$ cat src/rtl/calc_seq.sv
// Program sequencer that drives the 8-bit queue calculator one (op, operand) instruction at a time.
// Optional single-step mode: define CALC_SEQ_STEP_EN to add the step input and the HOLD state.
module calc_seq #(
  parameter int DATA_W     = 8,
  parameter int OP_W       = 3,
  parameter int PROG_DEPTH = 16,
  localparam int AW        = $clog2(PROG_DEPTH)
) (
  input  logic              clk,
  input  logic              reset,
`ifdef CALC_SEQ_STEP_EN
  input  logic              step,
`endif
  input  logic              prog_we,
  input  logic [AW-1:0]     prog_addr,
  input  logic [OP_W-1:0]   prog_op,
  input  logic [DATA_W-1:0] prog_data,
  input  logic [AW:0]       prog_len,
  input  logic              start,
  output logic              busy,
  output logic              done,
  output logic              error,
  output logic [AW-1:0]     err_pc,
  output logic [DATA_W-1:0] result,
  output logic              result_empty,
  output logic [DATA_W-1:0] calc_in,
  output logic [OP_W-1:0]   calc_op,
  output logic              calc_apply,
  output logic              calc_reset,
  input  logic [DATA_W-1:0] calc_tail,
  input  logic              calc_valid,
  input  logic              calc_empty
);

  typedef enum logic [2:0] {
    IDLE,
    CLEAR,
    ISSUE,
    CHECK,
    DONE,
    ERR
`ifdef CALC_SEQ_STEP_EN
    , HOLD
`endif
  } state_t;

  state_t            state, state_next;
  logic [AW-1:0]     pc, pc_next;
  logic [AW:0]       len, len_next, len_sat;
  logic              last, err_set, res_set, res_zero, issue_next;

  logic [OP_W-1:0]   mem_op   [PROG_DEPTH];
  logic [DATA_W-1:0] mem_data [PROG_DEPTH];

  assign len_sat = (prog_len > (AW+1)'(PROG_DEPTH)) ? (AW+1)'(PROG_DEPTH) : prog_len;
  assign last    = ({1'b0, pc} == (len - (AW+1)'(1)));

  // Program memory is not reset and is frozen while a run owns the calculator.
  always_ff @(posedge clk) begin
    if (prog_we && !busy) begin
      mem_op[prog_addr]   <= prog_op;
      mem_data[prog_addr] <= prog_data;
    end
  end

  always_comb begin
    state_next = state;
    pc_next    = pc;
    len_next   = len;
    err_set    = 1'b0;
    res_set    = 1'b0;
    res_zero   = 1'b0;
    case (state)
      IDLE, ERR: begin
        if (start) begin
          state_next = CLEAR;
          pc_next    = '0;
          len_next   = len_sat;
        end
      end
      CLEAR: begin
        if (len == '0) begin
          state_next = DONE;
          res_zero   = 1'b1;
        end else begin
          state_next = ISSUE;
        end
      end
      ISSUE: state_next = CHECK;
      CHECK: begin
        if (!calc_valid) begin
          state_next = ERR;
          err_set    = 1'b1;
        end else if (last) begin
          state_next = DONE;
          res_set    = 1'b1;
        end else begin
          state_next = ISSUE;
          pc_next    = pc + AW'(1);
        end
      end
`ifdef CALC_SEQ_STEP_EN
      HOLD:    state_next = ISSUE;
`endif
      DONE:    state_next = IDLE;
      default: state_next = IDLE;
    endcase
`ifdef CALC_SEQ_STEP_EN
    // Every entry into ISSUE (from CLEAR, CHECK or HOLD) waits for a step pulse.
    if (state_next == ISSUE && !step) state_next = HOLD;
`endif
    issue_next = (state_next == ISSUE);
  end

  always_ff @(posedge clk) begin
    if (reset) begin
      state        <= IDLE;
      pc           <= '0;
      len          <= '0;
      err_pc       <= '0;
      result       <= '0;
      result_empty <= 1'b1;
      calc_in      <= '0;
      calc_op      <= '0;
    end else begin
      state <= state_next;
      pc    <= pc_next;
      len   <= len_next;
      if (err_set) err_pc <= pc;
      if (res_set) begin
        result       <= calc_tail;
        result_empty <= calc_empty;
      end else if (res_zero) begin
        result       <= '0;
        result_empty <= 1'b1;
      end
      if (issue_next) begin
        calc_op <= mem_op[pc_next];
        calc_in <= mem_data[pc_next];
      end
    end
  end

  assign done       = (state == DONE);
  assign error      = (state == ERR);
  assign busy       = !(state == IDLE || state == ERR);
  assign calc_apply = (state == ISSUE);
  assign calc_reset = reset || (state == CLEAR);

endmodule

$ cat config.mk
export PLATFORM = sky130hd
export DESIGN_NAME = calc_seq
export DESIGN_NICKNAME = d
export VERILOG_FILES = /design/src/rtl/calc_seq.sv
export SDC_FILE = /design/constraint.sdc
export NUM_CORES = 1
export LEC_CHECK = 0
export ABC_AREA = 1
export CORE_MARGIN = 8
export CORE_UTILIZATION = 30
export CTS_CLUSTER_DIAMETER = 60
export DETAILED_ROUTE_END_ITERATION = 8
export GPL_ROUTABILITY_DRIVEN = 0
export HOLD_SLACK_MARGIN = 0.03
export PLACE_DENSITY = 0.56
export SLEW_MARGIN = 20
export SYNTH_ARGS = -nofsm -noshare
export SYNTH_HDL_FRONTEND = slang
export SYNTH_SLANG_ARGS = --single-unit
$ cat constraint.sdc
create_clock -name clk -period 5.1 [get_ports clk]
set_clock_uncertainty 0.1 [all_clocks]
set_input_delay 0.765 -clock clk [delete_from_list [all_inputs] [get_ports clk]]
set_output_delay 0.765 -clock clk [all_outputs]
set_load 0.01 [all_outputs]
==> run_results.csv <==
group,metric,value,unit
synthesis,syn_area_per_cell,10.0,µm²
timing,worst_slack,1780,ps
min_path,holdPathEnd,"result[3]",
placement,dp_hpwl,14600,µm
timing,setup-violations-final,0,
route,dr.first_iter.drc_count,548,
clock_network,clkSinkCount,212,
clock_network,ctsResizeCount,0,
global_route,grt_pass1_vias,6524,
worst_setup_path,crit_path_frequent_cell,"nand3_1",
job,cap_violations,0,
layout,finalInstanceArea,0.0113,mm²
worst_setup_path,required,5400,ps
synthesis,syn_inst,945,
route,viasPerCell,4.75,
clock_network,h-tree-depth,1,
timing,finalSetupTns,0,ps
worst_setup_path,setup.worst_path.end_class,"flip-flop",
power_and_ir_drop,p_leak,4.45,nW
placement,post_dp_cell_area,0.0105,mm²
outcome,status,"finished clean",
route,wl_met2,10400,µm
timing,rsz0062_at_grt,"no",
placement,port_buffers,62,
clock_network,cts.path.max_buffers,3,
global_route,grt_pass1_wl,38600,µm
timing,period_minus_slack,3320,ps
clock_network,insertion_delay,520,ps
synthesis,syn-num-nets,981,
clock_network,postCtsSetupBuffers,0,
floorplan,rows,65,
route,wl_met3,2060,µm
clock_network,postCtsHoldBufs,0,
route,drtAntennaViolNets,0,
worst_setup_path,crit_slowest_cell,"inv_1",
synthesis,synth_seq_cells,212,
global_route,antenna_found_initial,0,
global_route,track_usage,12.9,%
layout,register_area,0.00601,mm²
floorplan,io_pins,63,
worst_setup_path,regToRegSetupSlack,1780,ps
synthesis,synthDistinctLibCells,28,
worst_setup_path,arrival,3630,ps
worst_setup_path,r2r_start,"len[0]",
placement,post-place-ws,1530,ps
worst_setup_path,cp-start-kind,"flip-flop",
floorplan,initial_utilization,30.2,%
global_route,grt-ovfl-total,0,
synthesis,synth_area,0.00947,mm²
floorplan,die_area,0.0375,mm²
route,met1Wirelength,11500,µm
power_and_ir_drop,p_per_area,396,mW/mm²
worst_setup_path,cp_top_family,"buffers and inverters",
route,dr_total_vias,6771,
layout,layout_common_cells,"nand3_1 (191), edfxtp_1 (176), nand2_1 (162)",
timing,final.period_utilization,65.1,%
worst_setup_path,path_buf_inv,5,
route,drc,0,
layout,antennaDiodeCount,0,
timing,slew_headroom,31.0,%
layout,fin_nets,1042,
timing,hold_violations,0,
route,wirelength,24600,µm
timing,tightest_slew,1030,ps
floorplan,chipWidth,194,µm
global_route,grt_start_max_net_pins,89,
worst_setup_path,r2r_end,"calc_in[5]",
layout,layout_commonest_cell,"nand3_1",
synthesis,ys_seq_area_share,63.4,%
layout,drive_gt1_share,7.33,%
layout,multi_input_area,0.00269,mm²
timing,slew_viol_final,0,
clock_network,cts-root-buf,"clkbuf_16",
timing,clock.fmax,301,MHz
worst_setup_path,path_class,"flip-flop to flip-flop",
min_path,worst_hold_path_type,"flip-flop to flip-flop",
floorplan,die_y,194,µm
route,top_layer_used,"met4",
worst_setup_path,cp_max_fo,24,
worst_setup_path,max_stage_delay,800,ps
floorplan,core_area,0.0313,mm²
placement,dp_cells,1383,
route,dr.pass1.iters,5,
clock_network,cts_buffers,23,
power_and_ir_drop,ir_drop,211,µV
worst_setup_path,r2r_cells,19,
route,wl_per_cell,17.3,µm
min_path,hold_path_depth,2,
clock_network,cts_tree,"yes",
layout,final_cells,1425,
layout,areaGrowthSynthToFinish,19.1,%
synthesis,yosysWarnings,0,
min_path,hp-start,"result[3]",
layout,final.fill_count,3121,
clock_network,clk_pin_slew,60,ps
worst_setup_path,worstPathCellList,"inv_1 > ha_1 > nand2_1 > inv_1 > nor2_1 > nand3_1 > nor2_1 > nand2_2 > nand3_1 > nand2_1 > nand2_1 > a21oi_2 > buf_4 > inv_1 > nand3_1 > nand3_1 > nand3_1 > nand2_1 > inv_1",
[worst min-delay path, stage by stage, from the launching register on]
cell	delay, ps
dfxtp_1	300
nand2_1	60
a21oi_1	50
[cells in the mapped netlist]
| library cell | count | area, µm² |
|---|---|---|
| a211oi_1 | 1 | 7.51 |
| a21oi_1 | 20 | 100 |
| a21oi_2 | 1 | 8.76 |
| a31oi_1 | 1 | 6.26 |
| buf_1 | 2 | 7.51 |
| buf_2 | 26 | 130 |
| buf_4 | 4 | 30.0 |
| buf_6 | 2 | 22.5 |
| clkbuf_1 | 12 | 45.0 |
| dfxtp_1 | 36 | 721 |
| edfxtp_1 | 176 | 5290 |
| ha_1 | 2 | 25.0 |
| inv_1 | 137 | 514 |
| inv_2 | 9 | 33.8 |
| nand2_1 | 162 | 608 |
| nand2_2 | 5 | 31.3 |
| nand2_4 | 3 | 33.8 |
| nand3_1 | 191 | 956 |
| nand3b_1 | 77 | 578 |
| nand4_1 | 1 | 6.26 |
| nor2_1 | 61 | 229 |
| nor2_2 | 2 | 12.5 |
| nor3_1 | 4 | 20.0 |
| o21ai_0 | 6 | 30.0 |
| o21ai_1 | 1 | 5.00 |
| o22ai_1 | 1 | 6.26 |
| or2_1 | 1 | 6.26 |
| or4_1 | 1 | 7.51 |
[metal layers]
layer	vias to the layer above	GRT usage [%]
li1	3284	-
met1	3183	18.4
met2	252	19.2
met3	52	3.07
met4	0	3.96
met5	-	0
[layout make-up]
class,instances,share of cell area [%]
clock inverter,12,1.19
tap,402,4.46
multi-input combinational,541,23.8
inverter,146,4.86
timing repair buffer,82,6.95
sequential,212,53.3
clock buffer,30,5.43
[sequential cells by signal, indices dropped and copies added, names as in the netlist]
name	count
result	8
pc	4
err_pc	4
mem_op	48
calc_op	3
state	3
len	5
result_empty	1
calc_in	8
mem_data	128
[report_power, final]
group | switching, mW | internal [mW] | leakage (nW)
Sequential | 0.0479 | 1.94 | 1.88
Combinational | 0.538 | 0.276 | 2.20
Clock | 0.667 | 0.996 | 0.367
[kinds of logic after synthesis]
family	after synthesis	synth area share, %
and+or+nand+nor	508	26.3
DFF	212	63.4
adders and majority gates	2	0.264
buffers and inverters	192	8.27
AOI/OAI and AO/OA	31	1.73
[through the flow]
stage                     hold slack [ps]  utilization (%)  total power, mW
after CTS                             361             36.0             4.50
after floorplan                       345                -             2.53
after global placement                348             33.6             2.83
final                                 360             36.0             4.46
after global routing                  386             36.0             4.67
after detailed placement              352             33.6             2.84
[worst max path at each step]
stage	startpoint	to	slack [ps]	cells after the start
after floorplan	len[0]	calc_in[0]	2770	20
after detailed placement	calc_valid	calc_in[4]	1530	13
after global placement	calc_valid	calc_op[0]	1540	13
after CTS	len[0]	calc_in[3]	1770	19
final	len[0]	calc_in[5]	1780	19
after global routing	len[0]	calc_in[6]	1490	19
(Power assumes the default switching activity.)
